## config.mk

```make
export PLATFORM = sky130hd
export DESIGN_NAME = mux_sel_skid
export DESIGN_NICKNAME = d
export VERILOG_FILES = /design/src/rtl/mux_pkg.sv /design/src/rtl/mux_sel_entry.sv /design/src/rtl/mux_sel_skid.sv
export SDC_FILE = /design/constraint.sdc
export NUM_CORES = 1
export LEC_CHECK = 0
export CORE_MARGIN = 3
export CORE_UTILIZATION = 46
export CTS_CLUSTER_SIZE = 40
export DETAILED_ROUTE_END_ITERATION = 7
export PLACE_DENSITY = 0.86
export SLEW_MARGIN = 10
export SYNTH_ARGS = -nofsm -noshare
export SYNTH_HDL_FRONTEND = slang
export SYNTH_SLANG_ARGS = --single-unit
```

## constraint.sdc

```tcl
create_clock -name clk -period 4.7 [get_ports clk]
set_clock_uncertainty 0.2 [all_clocks]
set_input_delay 1.175 -clock clk [delete_from_list [all_inputs] [get_ports clk]]
set_output_delay 1.175 -clock clk [all_outputs]
set_load 0.005 [all_outputs]
```

## src/rtl/mux_pkg.sv

```systemverilog
// Shared definitions for the mux_sel_skid selector: occupancy state encoding
// and the word-pick helper used to index the flat input bus.
package mux_pkg;

    // Occupancy encoding: how many entries the block currently holds.
    localparam logic [1:0] ST_EMPTY = 2'd0;
    localparam logic [1:0] ST_ONE   = 2'd1;
    localparam logic [1:0] ST_TWO   = 2'd2;

    // Upper bounds for the helper's bus; callers zero-extend into this shape.
    localparam int MUX_MAX_IN = 16;
    localparam int MUX_MAX_W  = 64;

    // Returns {err, word}. An index at or beyond n_in yields err=1 and an
    // all-zero word, so the datapath never sees an undriven value.
    function automatic logic [MUX_MAX_W:0] mux_pick(
        input logic [MUX_MAX_IN*MUX_MAX_W-1:0] bus,
        input logic [7:0]                      idx,
        input int                              n_in,
        input int                              width
    );
        logic [MUX_MAX_W:0]               r;
        logic [MUX_MAX_IN*MUX_MAX_W-1:0]  sh;
        r  = '0;
        sh = '0;
        if (int'(idx) >= n_in) begin
            r[MUX_MAX_W] = 1'b1;
        end else begin
            sh = bus >> (int'(idx) * width);
            for (int b = 0; b < MUX_MAX_W; b++) begin
                if (b < width) r[b] = sh[b];
            end
        end
        return r;
    endfunction

endpackage

```

## src/rtl/mux_sel_entry.sv

```systemverilog
// One held entry {err, sel, data}: load-enabled register with synchronous clear.
module mux_sel_entry #(
    parameter int W = 8
) (
    input  logic         clk,
    input  logic         clr,
    input  logic         ld,
    input  logic [W-1:0] d,
    output logic [W-1:0] q
);

    logic [W-1:0] q_d, q_q;

    // Next value: clear wins over load, otherwise hold.
    always_comb begin
        q_d = q_q;
        if (clr)     q_d = '0;
        else if (ld) q_d = d;
    end

    // Storage.
    always_ff @(posedge clk) begin
        q_q <= q_d;
    end

    assign q = q_q;

endmodule

```

## src/rtl/mux_sel_skid.sv

```systemverilog
// Registered N:1 selector with valid/ready handshake and a 2-entry skid
// buffer (output slot + skid slot). in_ready comes straight from a flop so
// downstream ready never reaches upstream ready combinationally.
// Optional MUX_SEL_STICKY_EN adds sel_ld and a sticky select register.
module mux_sel_skid
    import mux_pkg::*;
#(
    parameter  int WIDTH  = 16,
    parameter  int NUM_IN = 4,
    localparam int SEL_W  = $clog2(NUM_IN)
) (
    input  logic                    clk,
    input  logic                    rst,
    input  logic [SEL_W-1:0]        sel,
`ifdef MUX_SEL_STICKY_EN
    input  logic                    sel_ld,
`endif
    input  logic [NUM_IN*WIDTH-1:0] data_in,
    input  logic                    in_valid,
    output logic                    in_ready,
    output logic [WIDTH-1:0]        out_data,
    output logic [SEL_W-1:0]        out_sel,
    output logic                    out_valid,
    input  logic                    out_ready,
    output logic                    sel_err
);

    localparam int ENT_W = WIDTH + SEL_W + 1;

    logic [1:0]                        state_d, state_q;
    logic                              in_ready_d, in_ready_q;
    logic                              out_valid_d, out_valid_q;
    logic                              accept, emit;
    logic                              out_ld, skid_ld;
    logic [ENT_W-1:0]                  entry_new, out_din, out_q, skid_q;
    logic [SEL_W-1:0]                  sel_eff;
    logic [MUX_MAX_IN*MUX_MAX_W-1:0]   bus_ext;
    logic [MUX_MAX_W:0]                pick;

    assign accept = in_valid && in_ready_q;
    assign emit   = out_valid_q && out_ready;

`ifdef MUX_SEL_STICKY_EN
    logic [SEL_W-1:0] sticky_d, sticky_q;

    // sel_ld=1 both uses and remembers sel; sel_ld=0 replays the stored index.
    always_comb begin
        sel_eff  = sel_ld ? sel : sticky_q;
        sticky_d = (accept && sel_ld) ? sel : sticky_q;
    end

    // Sticky select storage.
    always_ff @(posedge clk) begin
        if (rst) sticky_q <= '0;
        else     sticky_q <= sticky_d;
    end
`else
    assign sel_eff = sel;
`endif

    // Widen the input bus to the helper's fixed shape and build the new entry.
    always_comb begin
        bus_ext                   = '0;
        bus_ext[NUM_IN*WIDTH-1:0] = data_in;
        pick                      = mux_pick(bus_ext, 8'(sel_eff), NUM_IN, WIDTH);
        entry_new                 = {pick[MUX_MAX_W], sel_eff, pick[WIDTH-1:0]};
    end

    // Occupancy next-state and slot load enables; skid always drains into the
    // output slot first, which keeps strict FIFO order.
    always_comb begin
        state_d = state_q;
        out_ld  = 1'b0;
        skid_ld = 1'b0;
        out_din = entry_new;
        case (state_q)
            ST_EMPTY: begin
                if (accept) begin
                    out_ld  = 1'b1;
                    state_d = ST_ONE;
                end
            end
            ST_ONE: begin
                if (accept && emit) begin
                    out_ld = 1'b1;
                end else if (accept) begin
                    skid_ld = 1'b1;
                    state_d = ST_TWO;
                end else if (emit) begin
                    state_d = ST_EMPTY;
                end
            end
            ST_TWO: begin
                if (emit) begin
                    out_ld  = 1'b1;
                    out_din = skid_q;
                    state_d = ST_ONE;
                end
            end
            default: state_d = ST_EMPTY;
        endcase
        in_ready_d  = (state_d != ST_TWO);
        out_valid_d = (state_d != ST_EMPTY);
    end

    // Occupancy and registered handshake outputs.
    always_ff @(posedge clk) begin
        if (rst) begin
            state_q     <= ST_EMPTY;
            in_ready_q  <= 1'b1;
            out_valid_q <= 1'b0;
        end else begin
            state_q     <= state_d;
            in_ready_q  <= in_ready_d;
            out_valid_q <= out_valid_d;
        end
    end

    mux_sel_entry #(.W(ENT_W)) u_out (
        .clk (clk),
        .clr (rst),
        .ld  (out_ld),
        .d   (out_din),
        .q   (out_q)
    );

    mux_sel_entry #(.W(ENT_W)) u_skid (
        .clk (clk),
        .clr (rst),
        .ld  (skid_ld),
        .d   (entry_new),
        .q   (skid_q)
    );

    assign {sel_err, out_sel, out_data} = out_q;
    assign in_ready  = in_ready_q;
    assign out_valid = out_valid_q;

endmodule

```

======== After elaboration in Yosys (flattened, before gate mapping) ========
Index checks and enable logic that the tools add are counted.
word-level totals
  register bits after elaboration ......... 41
  bits of input ports ..................... 70
  logic and storage cells ................. 28
operators by class
  shift-type cells ........................ 1
  equality and inequality tests ........... 3
  reductions and logical operators ........ 5
  multiplexer cells ....................... 14
operator list
  operator                                        number
  >> shifter 64 x 6 -> 16 bit                     1
  two-way mux 18 bit                              2
  two-way mux 2 bit                               5
  one-hot mux 2 bit (3 select lines)              1
  two-way mux 1 bit                               5
  logical AND 1 bit                               3
  one-hot mux 1 bit (3 select lines)              1
  == test 2 x 1 -> 1 bit (second input constant)  1
  == test 2 bit (second input constant)           1
  zero test 2 bit                                 1
  inequality test 2 bit (second input constant)   1
  nonzero test 2 bit                              1

======== Longest topological paths before layout ========
Gate-level depths: netlist of the first run.
  depth after elaboration ................. 6
  depth in mapped cells ................... 7
  depth with buffers taken out ............ 4

======== Hierarchy ========
From an unflattened synthesis of the first run, not the netlist that was laid out.
unflattened totals
  cells, all modules ...................... 190
  area total of the unflattened synthesis .. 2,275.9 um^2
by module, submodules not included
  module         cells each  area each (um^2)  instances
  mux_sel_entry  61          683.2             2
  mux_sel_skid   68          909.6             1

======== Worst setup path after synthesis of the first run ========
No wires, ideal clock.
  path type ............................... input -> register
  start ................................... input port sel[0]
  end ..................................... register u_out.q_q[11], in the netlist u_out.q[11]
  cell stages on the path ................. 5
  arrival time ............................ 2.157 ns
  data required time ...................... 4.364 ns
  setup time .............................. 0.136 ns
  path buffers ............................ 2
  slack ................................... 2.206 ns
  path through ............................ buf_6 > buf_6 > mux4_2 > nand2_1 > a311oi_2
between the ends
  longest elaborated chain between the ends .. 3
RTL lines
  what                             RTL line             RTL
  start: declaration               mux_sel_skid.sv:14   input logic [SEL_W-1:0] sel,
  >> shifter 64 x 6 -> 16 bit (*)  mux_pkg.sv:29        sh = bus >> (int'(idx) * width);
  two-way mux 18 bit               mux_sel_skid.sv:94   if (emit) begin
  two-way mux 18 bit (*)           mux_sel_skid.sv:76   case (state_q)
  end signal: assignment           mux_sel_entry.sv:23  q_q <= q_d;
  end: declaration                 mux_sel_entry.sv:12  logic [W-1:0] q_d, q_q;
Mark *: on every way between the ends. The rest lies on a longest branch, timed or not.
A chain may end at the register's enable or synchronous reset.

======== Worst setup path after layout of the first run ========
  start ................................... input port in_valid
  end ..................................... register u_skid.q_q[10], in the netlist u_skid.q[10]
between the ends
  longest elaborated chain between the ends .. 4
  elaborated cells between the ends (all ways) .. 5
RTL lines
  what                                                    RTL line                                RTL
  start: declaration                                      mux_sel_skid.sv:19                      input logic in_valid,
  logical AND 1 bit (*)                                   mux_sel_skid.sv:40                      assign accept = in_valid && in_ready_q;
  two-way mux 1 bit or logical AND 1 bit (tied branches)  mux_sel_skid.sv:86, mux_sel_skid.sv:84
  two-way mux 1 bit (*)                                   mux_sel_skid.sv:84                      if (accept && emit) begin
  two-way mux 1 bit (*)                                   mux_sel_skid.sv:76
  end signal: assignment                                  mux_sel_entry.sv:23
  end: declaration                                        mux_sel_entry.sv:12
Marks and branches as above.

==> flow_metrics.tcl, run 1 <==
set metrics [dict create \
    fp.dieW_um 73.8 \
    timing.rr.start "state_q[1]" \
    synth-seq-cells 40 \
    cp_max_fo 18 \
    path_clk_slew_ns 0.07 \
    rsz0062_at_grt "no" \
    gr-usage-met3_pct 4.92 \
    cp_top_family "simple AND/OR/NAND/NOR gates" \
    worstSetupPathType "primary input to register" \
    min_from "u_skid.q[9]" \
    drive_above_1_share_pct 12.7 \
    vias 1788 \
    reg2reg_to "u_skid.q[10]" \
    power.leakage_nw 1.22 \
    fmax_mhz 306 \
    syn_inst 202 \
    syn_area_per_cell_um2 10.5 \
    clkPwrFrac_pct 26.2 \
    power_density_nw_per_um2 286 \
    core_um2 4380 \
    cp.required_ns 4.66 \
    timing.slew.headroom_pct 21.8 \
    vdd_drop_max_mv 0.161 \
    hold_viol_final 0 \
    io_buffer_count 89 \
    hold_path_depth 2 \
    yosys_warnings 0 \
    min_to "u_out.q[9]" \
    overflow 0 \
    drt_drc_violations_left 0 \
    cpMaxStageDelayCell "nand3_1" \
    grt_pass1_vias 1706 \
    cts_root_buf "clkbuf_8" \
    sw_frac_of_total_pct 25.7 \
    clk_latency_ns 0.29 \
    arrival_ns 3.23 \
    cts_setup_buffers 0 \
    drt_iter0_markers 144 \
    die_area_um2 5450 \
    num_antenna_cells 0 \
    antenna_found_initial 0 \
    drt_first_pass_iters 4 \
    grt_util_met2_pct 32.4 \
    initial_core_util_pct 48.2 \
    cp-start-kind "primary input" \
    routedWlPerCell_um 15.0 \
    yosysSeqAreaShare_pct 37.9 \
    seq_power_share_pct 45.2 \
    std_cell_rows 24 \
    maxCapViolations 0 \
    wl_um 5010 \
    setup_violations 0 \
    crit_path_end_kind "register" \
    hp-class "register to register" \
    share_comb_of_total_power_pct 28.6 \
    cts_hold_buf 0 \
    clkSinkCount 40 \
    syn_area_um2 2110 \
    dp_hpwl_um 3650 \
    fin_crit_ns 3.27 \
    pin_count 91 \
    reg2regPathDepth 4 \
    cts-resized-gates 0 \
    gr-usage-all-layers_pct 19.1 \
    gp_congestion 0.711 \
    setup-tns-final_ns 0 \
    area.growth.synth_to_final_pct 43.7 \
    cp_slowest_stage_delay_ns 0.81 \
    path_buf_inv 1 \
    power.internal_w 0.000646 \
    busiest_layer "met2" \
    viasPerCell 5.34 \
    crit_chain "clkdlybuf4s50_1, and3b_1, nand3_1, mux2i_1, nor2_1" \
    dp_cells 327 \
    h-tree-depth 2 \
    ant_nets 0 \
    period_share_pct 69.5 \
    ys_types 27 \
    status "finished clean" \
    cts_tree "done" \
    tightest_slew_ns 1.17 \
    fp.dieH_um 73.8 \
    layout.cells.non_filler 335 \
    maxSlewViolCount 0 \
    numCtsBuffers 5 \
    met1_usage_pct 23.7 \
    synthesis.nets 272 \
    grt_max_degree 40 \
    grt_pass1_wl_um 7960 \
    layout.nets 352 \
    rrSetupSlack_ns 2.38 \
    switching_power_w 0.000224 \
    ctsLongestPathBuffers 2 \
]
[per-layer routing]
metal  vias to the layer above  routed length, um
met2                        61               2670
met1                       836               2010
met4                         0                 60
li1                        885                  -
met3                         6                276
met5                         -                  0
[kinds of logic (layout without fill, tap and decap cells)]
group | Yosys count | after routing | synth area share, %
DFF | 40 | 40 | 37.9
buffers and inverters | 20 | 101 | 6.98
AOI/OAI and AO/OA | 23 | 23 | 12.0
other | 1 | 1 | 0.177
and+or+nand+nor | 82 | 82 | 16.5
muxes | 36 | 36 | 26.6
[how the worst max path moves through the flow]
| stage | startpoint | end | depth (start not counted) |
|---|---|---|---|
| 3_3_place_gp | in_valid | u_skid.q[11] | 5 |
| 2_1_floorplan | sel[0] | u_out.q[11] | 5 |
| 4_1_cts | in_valid | u_skid.q[10] | 5 |
| 6_report | in_valid | u_skid.q[10] | 5 |
| 3_5_place_dp | in_valid | u_skid.q[10] | 5 |
| 5_1_grt | in_valid | u_skid.q[10] | 5 |
[placed cells by master (no fill, tap or decap), drive strengths merged]
cell type      count
clkdlybuf4s50     89
dfxtp             40
nand2             38
nor2              37
mux2i             19
a311oi            18
mux4              16
clkbuf             8
buf                3
nand3              2
nand4b             1
nand4              1
nand4bb            1
o211ai             1
nor3b              1
a21o               1
a31oi              1
and3b              1
a211o              1
inv                1
a21boi             1
mux2               1
conb               1
[cell usage after synthesis (all sizes together)]
master / instances / area [um2]
a311oi: 18 / 201
a211o: 1 / 8.76
and3b: 1 / 8.76
nand2: 38 / 145
mux2i: 19 / 190
conb: 1 / 3.75
nand4: 1 / 6.26
a21boi: 1 / 7.51
a21o: 1 / 7.51
a31oi: 1 / 6.26
clkbuf: 5 / 20.0
nand3: 2 / 10.0
buf: 14 / 124
nand4bb: 1 / 11.3
dfxtp: 40 / 801
nor2: 37 / 139
mux2: 1 / 11.3
mux4: 16 / 360
nor3b: 1 / 18.8
o211ai: 1 / 21.3
inv: 1 / 3.75
nand4b: 1 / 8.76
[layout make-up]
| type | instances | area, um2 |
|---|---|---|
| multi-input combinational | 142 | 1170 |
| inverter | 1 | 3.75 |
| tap | 52 | 65.1 |
| sequential | 40 | 801 |
| timing repair buffer | 92 | 913 |
| clock buffer | 8 | 90.1 |
| fill | 335 | 1350 |
[power groups by stage]
stage	clock network [W]	logic, W	registers, W
after global routing	0.000249	0.000269	0.000398
after floorplan	0	0.000138	0.000397
final	0.000228	0.000249	0.000393
after CTS	0.000233	0.000252	0.000394
after global placement	0	0.000244	0.000400
after detailed placement	0	0.000249	0.000401
[tightest hold or removal path, delay by kind of cell (launching register included)]
family             cells  cell delay [ns]
and+or+nand+nor        1             0.05
DFF                    1             0.31
AOI/OAI and AO/OA      1             0.07
[metrics by stage]
step / cell area [um2] / worst slack [ns] / power, W / utilization, % / hold WS (ns)
finish: 3040 / 1.43 / 0.000870 / 69.3 / 0.281
global route: 3040 / 1.26 / 0.000916 / 69.3 / 0.300
CTS: 3040 / 1.45 / 0.000878 / 69.3 / 0.282
detailed placement: 2950 / 1.18 / 0.000650 / 67.3 / 0.272
global placement: 2950 / 1.24 / 0.000644 / 67.3 / 0.264
floorplan: 2110 / 2.21 / 0.000536 / - / 0.258
[sequential cells by signal (all words and copies together), names as in the netlist]
signal	cells
u_out.q	18
u_skid.q	18
state_q	2
in_ready	1
out_valid	1
No activity file was read; power rests on OpenSTA's default activity.
==> inputs of run 2 (changes only) <==
- CORE_UTILIZATION: 46 -> 38
- PLACE_DENSITY: 0.86 -> 0.76
- clock period: 4.7 -> 2.8 ns (I/O delays scaled with it)
==> flow_metrics.tcl, run 2 (same netlist as run 1, synthesis figures left out) <==
set metrics [dict create \
    area.growth.synth_to_final_pct 48.2 \
    drt_drc_violations_left 0 \
    routedWlPerCell_um 13.9 \
    setup-tns-final_ns 0 \
    overflow 0 \
    h-tree-depth 2 \
    maxSlewViolCount 0 \
    cts_tree "done" \
    layout_commonest_cell "clkdlybuf4s50_1" \
    io_buffer_count 89 \
    sw_frac_of_total_pct 26.1 \
    cp_max_fo 20 \
    ant_nets 0 \
    power.leakage_nw 1.27 \
    grt_pass1_vias 1832 \
    viasPerCell 5.17 \
    rsz0062_at_grt "no" \
    cts_setup_buffers 0 \
    period_share_pct 78.2 \
    hp-class "register to register" \
    cts_root_buf "clkbuf_8" \
    worstSetupPathType "primary input to register" \
    arrival_ns 2.19 \
    grt_pass1_wl_um 7940 \
    fp.dieW_um 80.6 \
    path_clk_slew_ns 0.08 \
    initial_core_util_pct 40.4 \
    gp_congestion 0.716 \
    vias 1855 \
    cp.required_ns 2.80 \
    gr-usage-all-layers_pct 15.6 \
    switching_power_w 0.000385 \
    cts_hold_buf 0 \
    layout.nets 358 \
    core_um2 5240 \
    fin_crit_ns 2.19 \
    drt_first_pass_iters 5 \
    vdd_drop_max_mv 0.188 \
    ctsLongestPathBuffers 2 \
    dp_hpwl_um 3900 \
    grt_max_degree 21 \
    share_comb_of_total_power_pct 28.9 \
    p_total_w 0.00148 \
    status "finished clean" \
    clkSinkCount 40 \
    cp-start-kind "primary input" \
    power_density_nw_per_um2 471 \
    drt_iter0_markers 93 \
    drive_above_1_share_pct 15.2 \
    die_area_um2 6500 \
    seq_power_share_pct 44.9 \
    fp.dieH_um 80.6 \
    hold_viol_final 0 \
    whs_ns 0.279 \
    setup_violations 0 \
    std_cell_rows 26 \
    crit_path_end_kind "register" \
    pin_count 91 \
    final_cell_mix "clkdlybuf4s50_1, dfxtp_1, nand2_1, nor2_1, mux2i_1" \
    fmax_mhz 457 \
    maxCapViolations 0 \
    cts-resized-gates 0 \
    wl_um 4990 \
    antenna_found_initial 0 \
    clk_latency_ns 0.28 \
    num_antenna_cells 0 \
    power.internal_w 0.00109 \
    fillers 465 \
    numCtsBuffers 5 \
    clkPwrFrac_pct 26.2 \
]
==> run 2: cell count changes in the layout (fill, tap and decap cells not counted), sizes merged <==
cell,before,now
clkinv,0,2
buf,3,9
clkbuf,8,6
==> run 2: worst paths after layout <==
check | depth (start not counted) | startpoint | slack (ns) | end
worst max-delay path | 6 | out_ready | 0.61 | u_out.q[10]
worst min-delay path | 2 | u_skid.q[7] | 0.28 | u_out.q[7]
worst min register to register | 2 | u_skid.q[7] | 0.28 | u_out.q[7]
worst max register to register | 5 | state_q[1] | 1.08 | u_out.q[10]
==> run 2: final cells by class <==
class	count	area [um2]	share of cell area, %
Clock inverter	2	10.0	0.319
Sequential cell	40	801	25.5
Multi-Input combinational cell	142	1170	37.2
Clock buffer	6	82.6	2.63
Timing Repair Buffer	98	983	31.4
Tap cell	70	87.6	2.79
Inverter	1	3.75	0.120
==> run 2: through the flow <==
step                      std cells  util (%)  cell area (um2)  setup slack (ns)
after CTS                       359      59.8             3130             0.604
after floorplan                 202         -             2110             0.781
after detailed placement        351      58.1             3040             0.293
final                           359      59.8             3130             0.610
after global routing            359      59.8             3130             0.481
after global placement          351      58.1             3040             0.340
==> run 2: power by group through the flow <==
stage,logic [W],clock network (W),registers (W)
after detailed placement,0.000433,0,0.000675
after CTS,0.000433,0.000399,0.000662
after global placement,0.000424,0,0.000673
final,0.000427,0.000387,0.000662
after global routing,0.000465,0.000418,0.000670
after floorplan,0.000232,0,0.000667
==> run 2: worst max-delay path: stages <==
cell	delay [ns]
clkdlybuf4s50_1	0.53
nand4_1	0.17
o211ai_4	0.20
buf_4	0.27
nor2_1	0.07
a311oi_1	0.24
==> run 2: per-layer routing <==
layer / global-route usage, % / vias to the layer above / part of all wire [%]
li1: - / 900 / -
met5: 0 / - / 0
met3: 2.69 / 7 / 5.2
met4: 5.07 / 0 / 1.6
met1: 18.1 / 888 / 39
met2: 28.9 / 60 / 54
